**config.mk**
```make
export PLATFORM = sky130hd
export DESIGN_NAME = ps2_key_decoder
export DESIGN_NICKNAME = d
export VERILOG_FILES = /design/src/rtl/ps2_pkg.sv /design/src/rtl/ps2_ascii_rom.sv /design/src/rtl/ps2_key_decoder.sv
export SDC_FILE = /design/constraint.sdc
export NUM_CORES = 1
export LEC_CHECK = 0
export CAP_MARGIN = 20
export CORE_MARGIN = 5
export CORE_UTILIZATION = 39
export DETAILED_ROUTE_END_ITERATION = 10
export HOLD_SLACK_MARGIN = 0.15
export MAX_ROUTING_LAYER = met4
export SLEW_MARGIN = 10
export SYNTH_ARGS = -nofsm -noshare
export SYNTH_HDL_FRONTEND = slang
export SYNTH_SLANG_ARGS = --single-unit
```
**constraint.sdc**
```tcl
create_clock -name clk -period 2.65 [get_ports clk]
set_input_delay 0.53 -clock clk [delete_from_list [all_inputs] [get_ports clk]]
set_output_delay 0.53 -clock clk [all_outputs]
set_load 0.03 [all_outputs]
```
**src/rtl/ps2_pkg.sv**
```systemverilog
// ps2_pkg
// Shared types, constants and the scan-code translation function for the PS/2
// key decoder.
//   state_e        : pop handshake FSM states (IDLE, TAKE, SETTLE)
//   PFX_*          : set-2 prefix bytes (extended, break, pause)
//   CODE_*         : scan codes with side effects (shifts, caps lock)
//   PAUSE_SKIP     : number of bytes swallowed after an E1 prefix
//   scan_to_ascii  : set-2 code + shift + caps -> ASCII (0x00 if unmapped)
package ps2_pkg;

    typedef enum logic [1:0] {
        IDLE,
        TAKE,
        SETTLE
    } state_e;

    localparam logic [7:0] PFX_EXT     = 8'hE0;
    localparam logic [7:0] PFX_BRK     = 8'hF0;
    localparam logic [7:0] PFX_PAUSE   = 8'hE1;

    localparam logic [7:0] CODE_LSHIFT = 8'h12;
    localparam logic [7:0] CODE_RSHIFT = 8'h59;
    localparam logic [7:0] CODE_CAPS   = 8'h58;

    // The pause key sends E1 followed by seven more bytes that carry no
    // key information of their own.
    localparam logic [2:0] PAUSE_SKIP  = 3'd7;

    // Letters are reduced to an alphabet offset and digits to a value so the
    // case or shift rule is applied once rather than per code.
    function automatic logic [7:0] scan_to_ascii(input logic [7:0] code,
                                                 input logic       shift,
                                                 input logic       caps);
        logic       is_letter;
        logic       is_digit;
        logic [7:0] letter;
        logic [7:0] digit;
        logic [7:0] result;

        is_letter = 1'b1;
        letter    = 8'd0;
        case (code)
            8'h1C: letter = 8'd0;
            8'h32: letter = 8'd1;
            8'h21: letter = 8'd2;
            8'h23: letter = 8'd3;
            8'h24: letter = 8'd4;
            8'h2B: letter = 8'd5;
            8'h34: letter = 8'd6;
            8'h33: letter = 8'd7;
            8'h43: letter = 8'd8;
            8'h3B: letter = 8'd9;
            8'h42: letter = 8'd10;
            8'h4B: letter = 8'd11;
            8'h3A: letter = 8'd12;
            8'h31: letter = 8'd13;
            8'h44: letter = 8'd14;
            8'h4D: letter = 8'd15;
            8'h15: letter = 8'd16;
            8'h2D: letter = 8'd17;
            8'h1B: letter = 8'd18;
            8'h2C: letter = 8'd19;
            8'h3C: letter = 8'd20;
            8'h2A: letter = 8'd21;
            8'h1D: letter = 8'd22;
            8'h22: letter = 8'd23;
            8'h35: letter = 8'd24;
            8'h1A: letter = 8'd25;
            default: is_letter = 1'b0;
        endcase

        is_digit = 1'b1;
        digit    = 8'd0;
        case (code)
            8'h45: digit = 8'd0;
            8'h16: digit = 8'd1;
            8'h1E: digit = 8'd2;
            8'h26: digit = 8'd3;
            8'h25: digit = 8'd4;
            8'h2E: digit = 8'd5;
            8'h36: digit = 8'd6;
            8'h3D: digit = 8'd7;
            8'h3E: digit = 8'd8;
            8'h46: digit = 8'd9;
            default: is_digit = 1'b0;
        endcase

        result = 8'h00;
        if (is_letter) begin
            result = ((shift ^ caps) ? 8'h41 : 8'h61) + letter;
        end else if (is_digit) begin
            // Shifted digits are punctuation, which is not translated.
            result = shift ? 8'h00 : (8'h30 + digit);
        end else begin
            case (code)
                8'h29:   result = 8'h20;
                8'h5A:   result = 8'h0D;
                8'h66:   result = 8'h08;
                8'h76:   result = 8'h1B;
                default: result = 8'h00;
            endcase
        end
        return result;
    endfunction

endpackage

```
**src/rtl/ps2_ascii_rom.sv**
```systemverilog
// ps2_ascii_rom
// Combinational scan-code to ASCII map.
//   code  : set-2 scan code without prefixes
//   ext   : code was E0-prefixed (extended keys never translate)
//   shift : shift currently held
//   caps  : caps-lock toggle state
//   ascii : translated character, 0x00 when unmapped
module ps2_ascii_rom
    import ps2_pkg::*;
(
    input  logic [7:0] code,
    input  logic       ext,
    input  logic       shift,
    input  logic       caps,
    output logic [7:0] ascii
);

    assign ascii = ext ? 8'h00 : scan_to_ascii(code, shift, caps);

endmodule

```
**src/rtl/ps2_key_decoder.sv**
```systemverilog
// ps2_key_decoder
// Pops PS/2 set-2 bytes from the receiver FIFO, resolves E0/F0/E1 prefixes,
// tracks shift and caps lock, flags typematic repeats and emits one key event
// per complete code.
//   clk, clrn   : clock, asynchronous active-low reset
//   ready, data : receiver FIFO non-empty flag and head byte
//   nextdata_n  : active-low pop strobe, low for exactly the TAKE cycle
//   key_*       : event pulse and fields (held until the next event)
//   ascii       : translation of the event code
//   shift_held  : either shift key currently down
//   caps_lock   : caps-lock toggle
//   keystroke   : count of non-repeat make events (wraps)
module ps2_key_decoder
    import ps2_pkg::*;
(
    input  logic       clk,
    input  logic       clrn,
    input  logic       ready,
    input  logic [7:0] data,
    output logic       nextdata_n,
    output logic       key_valid,
    output logic [7:0] key_code,
    output logic       key_ext,
    output logic       key_break,
    output logic       key_repeat,
    output logic [7:0] ascii,
    output logic       shift_held,
    output logic       caps_lock,
    output logic [7:0] keystroke
);

    state_e     state_q, state_d;
    logic       ext_q, ext_d;
    logic       brk_q, brk_d;
    logic [2:0] skip_q, skip_d;
    logic [8:0] last_make_q, last_make_d;
    logic       shift_l_q, shift_l_d;
    logic       shift_r_q, shift_r_d;
    logic       caps_q, caps_d;
    logic       key_valid_q, key_valid_d;
    logic [7:0] key_code_q, key_code_d;
    logic       key_ext_q, key_ext_d;
    logic       key_break_q, key_break_d;
    logic       key_repeat_q, key_repeat_d;
    logic [7:0] ascii_q, ascii_d;
    logic [7:0] keystroke_q, keystroke_d;
    logic       take;
    logic [7:0] rom_ascii;
    logic [8:0] code_key;

    // Translation sees the shift/caps state from before this byte updates it.
    ps2_ascii_rom u_rom (
        .code  (data),
        .ext   (ext_q),
        .shift (shift_l_q | shift_r_q),
        .caps  (caps_q),
        .ascii (rom_ascii)
    );

    assign code_key = {ext_q, data};

    // The byte is captured and interpreted on the IDLE->TAKE edge, so the
    // registered event is already visible during TAKE. SETTLE gives the
    // upstream registered ready a cycle to reflect the pop before resampling.
    always_comb begin
        state_d      = state_q;
        ext_d        = ext_q;
        brk_d        = brk_q;
        skip_d       = skip_q;
        last_make_d  = last_make_q;
        shift_l_d    = shift_l_q;
        shift_r_d    = shift_r_q;
        caps_d       = caps_q;
        key_valid_d  = 1'b0;
        key_code_d   = key_code_q;
        key_ext_d    = key_ext_q;
        key_break_d  = key_break_q;
        key_repeat_d = key_repeat_q;
        ascii_d      = ascii_q;
        keystroke_d  = keystroke_q;
        take         = 1'b0;

        case (state_q)
            IDLE: begin
                if (ready) begin
                    state_d = TAKE;
                    take    = 1'b1;
                end
            end
            TAKE:    state_d = SETTLE;
            SETTLE:  state_d = IDLE;
            default: state_d = IDLE;
        endcase

        if (take) begin
            if (skip_q != 3'd0) begin
                skip_d = skip_q - 3'd1;
            end else if (data == PFX_PAUSE) begin
                skip_d = PAUSE_SKIP;
                ext_d  = 1'b0;
                brk_d  = 1'b0;
            end else if (data == PFX_EXT) begin
                ext_d = 1'b1;
            end else if (data == PFX_BRK) begin
                brk_d = 1'b1;
            end else begin
                key_valid_d  = 1'b1;
                key_code_d   = data;
                key_ext_d    = ext_q;
                key_break_d  = brk_q;
                key_repeat_d = 1'b0;
                ascii_d      = rom_ascii;
                ext_d        = 1'b0;
                brk_d        = 1'b0;
                if (!brk_q) begin
                    if (code_key == last_make_q) begin
                        key_repeat_d = 1'b1;
                    end else begin
                        keystroke_d = keystroke_q + 8'd1;
                        last_make_d = code_key;
                        if (!ext_q && data == CODE_CAPS) begin
                            caps_d = ~caps_q;
                        end
                    end
                    if (!ext_q && data == CODE_LSHIFT) shift_l_d = 1'b1;
                    if (!ext_q && data == CODE_RSHIFT) shift_r_d = 1'b1;
                end else begin
                    if (code_key == last_make_q) begin
                        last_make_d = 9'd0;
                    end
                    if (!ext_q && data == CODE_LSHIFT) shift_l_d = 1'b0;
                    if (!ext_q && data == CODE_RSHIFT) shift_r_d = 1'b0;
                end
            end
        end
    end

    // State and event registers; reset drops the pop strobe immediately.
    always_ff @(posedge clk or negedge clrn) begin
        if (!clrn) begin
            state_q      <= IDLE;
            ext_q        <= 1'b0;
            brk_q        <= 1'b0;
            skip_q       <= 3'd0;
            last_make_q  <= 9'd0;
            shift_l_q    <= 1'b0;
            shift_r_q    <= 1'b0;
            caps_q       <= 1'b0;
            key_valid_q  <= 1'b0;
            key_code_q   <= 8'd0;
            key_ext_q    <= 1'b0;
            key_break_q  <= 1'b0;
            key_repeat_q <= 1'b0;
            ascii_q      <= 8'd0;
            keystroke_q  <= 8'd0;
        end else begin
            state_q      <= state_d;
            ext_q        <= ext_d;
            brk_q        <= brk_d;
            skip_q       <= skip_d;
            last_make_q  <= last_make_d;
            shift_l_q    <= shift_l_d;
            shift_r_q    <= shift_r_d;
            caps_q       <= caps_d;
            key_valid_q  <= key_valid_d;
            key_code_q   <= key_code_d;
            key_ext_q    <= key_ext_d;
            key_break_q  <= key_break_d;
            key_repeat_q <= key_repeat_d;
            ascii_q      <= ascii_d;
            keystroke_q  <= keystroke_d;
        end
    end

    assign nextdata_n = (state_q != TAKE);
    assign key_valid  = key_valid_q;
    assign key_code   = key_code_q;
    assign key_ext    = key_ext_q;
    assign key_break  = key_break_q;
    assign key_repeat = key_repeat_q;
    assign ascii      = ascii_q;
    assign shift_held = shift_l_q | shift_r_q;
    assign caps_lock  = caps_q;
    assign keystroke  = keystroke_q;

endmodule

```
==> key figures <==
Power
  – Switching share of power: 0.3776
  – Peak VDD IR: about 0.28 mV
  – Reg power frac: 0.411
  – P_leak: between 1.5 and 2 nW
  – Power per cell area: 619.8 nW/um^2
  – Clock share of power: 0.165
  – Logic gate share of total power: 0.424
  – Net switching power: 1.021 mW
  – Tot Pwr: between 2 and 3 mW
  – Internal power: 1.683 mW

Synthesis
  – Synth cell types: 72
  – Async S/R FF share, synth: 1.000
  – Post-Syn Area: 3098 um^2
  – Area contributors post-synth: dfrtp_1 (38%), xnor2_1 (4.8%), nand2_1 (3.6%)
  – Top_reg_cell synth: dfrtp_1
  – Sequential-to-total area share from yosys stat: 0.3796
  – Synthesized flop and latch total: 47
  – Most common cell in the netlist: dfrtp_1
  – Post-synth EDFFs: 0
  – Commonest cells post-synth: dfrtp_1 (47), nand2_1 (30), buf_2 (21)
  – Synth top area share: 0.3796
  – Syn. warnings: 0
  – Area leader, netlist: dfrtp_1
  – Synth Instances: 332
  – Syn nets: 347
  – Avg Inst Size Synth: 9.331 um^2

Cells and area
  – Share of cells above drive strength 1: 0.3025
  – Nets: ~460
  – Design area: 4362 um^2
  – Fillers: 700
  – Number of diodes: 0
  – Sequential Area: ~1200 um^2
  – Area delta synth->final: 40.79%
  – Multi-input gate area: 1808 um^2

Critical path
  – R2R Path End: shift_r_q$_DFFE_PN0P_
  – Reg2reg path depth: 8
  – Capturing element type of the critical path: flip-flop
  – WP data required: 2.87 ns
  – Worst r2r src: skip_q[0]$_DFFE_PN0P_
  – Critical Path Start Type: primary input
  – Worst Path Arrival: 2.76 ns
  – Worst R2R Setup Slack: roughly 0.46 ns
  – CP max FO: 7
  – Critical path type: primary input to flip-flop

CTS
  – Clk slew on worst S/H paths: 0.09 ns
  – H-tree levels: 2
  – Bufs on Longest Clock Path: 2
  – TritonCTS buffer count: 5
  – CTS tree: built
  – Clk Latency, worst-skew pair: 0.30 ns
  – Root Driver: clkbuf_8
  – Clk sinks: 47
  – CTS Hold Bufs: 0

Placed design
  – Port bufs: 41
  – DP Wirelength: 6697 um
  – Dpl cell area: 4193 um^2
  – RePlAce Congestion: 0.9383

Floorplan
  – Chip Width: 99.13 um
  – FP Rows: 32
  – Starting density of the core: 0.4009
  – Die height: around 100 um
  – Die footprint: 9826 um^2
  – I/O pin count: 42
  – Core Area: 7727 um^2

Timing
  – Worst slew pin tran: 0.7056 ns
  – Fin Clk Skew: 0.01484 ns
  – Slew Limit Headroom: 0.5278
  – Pins Over Slew Limit: 0
  – RSZ-0062 raised after global routing: no
  – # setup viols final: 0
  – Tmin final: 2.542 ns
  – Final Hold Viols: 0
  – Period utilisation layout: 0.9594
  – Worst hold slack: roughly 0.30 ns
  – Fmax: between 300 and 400 MHz

Routing
  – Final ANT Viol Nets: 0
  – Vias: 2963
  – DR vias/cell: 5.437
  – Final Routed Wirelength: 8719 um
  – TritonRoute pass-1 iters: 5
  – Initial DRC Count: 167
  – WL/cell: about 16 um
  – # DRC: 0

Worst hold path
  – Worst hold path class: primary input to asynchronous set/reset pin

GRT
  – Grt total ovfl: 0
  – Number of global-route vias before repair: 2857
  – Initial antenna violation count: 0
  – Largest net degree at the start of global routing: between 40 and 50
  – Overall routing resource usage: 0.1863
  – First-pass GRT wire length: approximately 14000 um

Job
  – Max_cap viols: 0

Run status
  – Status: complete, no violations
through the flow:
| step | utilization | setup WS, ns | instances | TNS (ns) |
|---|---|---|---|---|
| 2_1_floorplan | - | 0.1478 | 332 | 0 |
| 3_3_place_gp | 0.5426 | -0.3276 | 535 | -3.535 |
| 3_5_place_dp | 0.5426 | -0.3760 | 535 | -4.373 |
| 4_1_cts | 0.5578 | 0.002386 | 544 | 0 |
| 5_1_grt | 0.5644 | 0.003078 | 545 | 0 |
| 6_report | 0.5644 | 0.1076 | 545 | 0 |
registers in the layout, indices dropped and copies added (netlist names):
signal       flops
last_make_q      9
ascii            8
key_code         8
keystroke        8
skip_q           3
state_q          2
brk_q            1
caps_lock        1
ext_q            1
key_break        1
key_ext          1
key_repeat       1
key_valid        1
shift_l_q        1
shift_r_q        1
cell type report:
class	count	share of cell area
Clock inverter	3	0.005164
Clock buffer	5	0.01578
Timing Repair Buffer	129	0.2562
Inverter	11	0.009466
Sequential cell	47	0.2697
Tap cell	102	0.02926
Multi-Input combinational cell	248	0.4145
worst max-delay path, cell delays in order:
cell and delay, ns:
clkdlybuf4s50_1 0.41, buf_6 0.15, nor4b_4 0.32, buf_4 0.18
buf_4 0.11, nand2_1 0.05, a211oi_2 0.31, nor3_1 0.13
o311a_1 0.38, a211oi_2 0.18
cell usage in the layout (no fill, tap or decap), types with 4 or more instances in the layout:
cell | netlist | layout
a211oi_2 | 2 | 4
a21oi_1 | 12 | 12
a22o_1 | 10 | 10
a31oi_1 | 8 | 8
buf_4 | 1 | 83
clkbuf_8 | 0 | 5
clkdlybuf4s50_1 | 0 | 36
dfrtp_1 | 47 | 47
ha_1 | 4 | 4
inv_1 | 10 | 10
mux2_2 | 7 | 7
nand2_1 | 30 | 30
nand2b_1 | 6 | 6
nand3_1 | 8 | 8
nand4_1 | 9 | 9
nor2_1 | 19 | 19
nor2b_1 | 9 | 7
nor3_1 | 6 | 5
nor3b_1 | 5 | 5
o2111ai_1 | 4 | 4
o21ai_0 | 11 | 11
o22ai_1 | 4 | 4
xnor2_1 | 17 | 17
xor2_1 | 5 | 5
power by group through the flow:
stage	Sequential, mW	Clock (mW)	Combinational [mW]
2_1_floorplan	1.30	0	0.483
5_1_grt	1.14	0.492	1.23
3_5_place_dp	1.12	0	1.15
3_3_place_gp	1.12	0	1.13
4_1_cts	1.11	0.462	1.15
6_report	1.11	0.447	1.15
timing repair:
| action | CTS | global route |
|---|---|---|
| gates resized for setup | 5 | 12 |
| endpoints found under the setup margin | 1 | 11 |
| setup buffers | 1 | 1 |
| pin swaps | 3 | 5 |
cell families (layout without fill, tap and decap cells):
kind of cell | Yosys count | in the layout | synth area share
adders and majority gates | 4 | 4 | 0.01616
xor gates and xnor gates | 22 | 22 | 0.06220
and+or+nand+nor | 129 | 129 | 0.2504
AOI/OAI and AO/OA | 85 | 85 | 0.2060
buffers and inverters | 37 | 148 | 0.05695
DFF | 47 | 47 | 0.3796
muxes | 8 | 8 | 0.02868
how the worst max path moves through the flow:
| stage | start | endpoint | slack (ns) | cells past startpoint |
|---|---|---|---|---|
| 2_1_floorplan | data[7] | ascii[4]$_DFFE_PN0P_ | 0.15 | 9 |
| 3_3_place_gp | data[7] | ascii[4]$_DFFE_PN0P_ | -0.33 | 9 |
| 3_5_place_dp | data[6] | ascii[4]$_DFFE_PN0P_ | -0.38 | 10 |
| 4_1_cts | data[7] | ascii[4]$_DFFE_PN0P_ | 0.002 | 11 |
| 5_1_grt | data[4] | ascii[4]$_DFFE_PN0P_ | 0.003 | 10 |
| 6_report | data[4] | ascii[4]$_DFFE_PN0P_ | 0.11 | 10 |
per-layer routing:
| metal | vias up | wire length (um) | GRT usage |
|---|---|---|---|
| li1 | 1440 | - | - |
| met5 | - | 0 | - |
| met4 | 0 | 143 | 0.05357 |
| met2 | 102 | 3936 | 0.2872 |
| met1 | 1409 | 4144 | 0.2576 |
| met3 | 12 | 495 | 0.02384 |
Power figures use the tool's default switching activity.
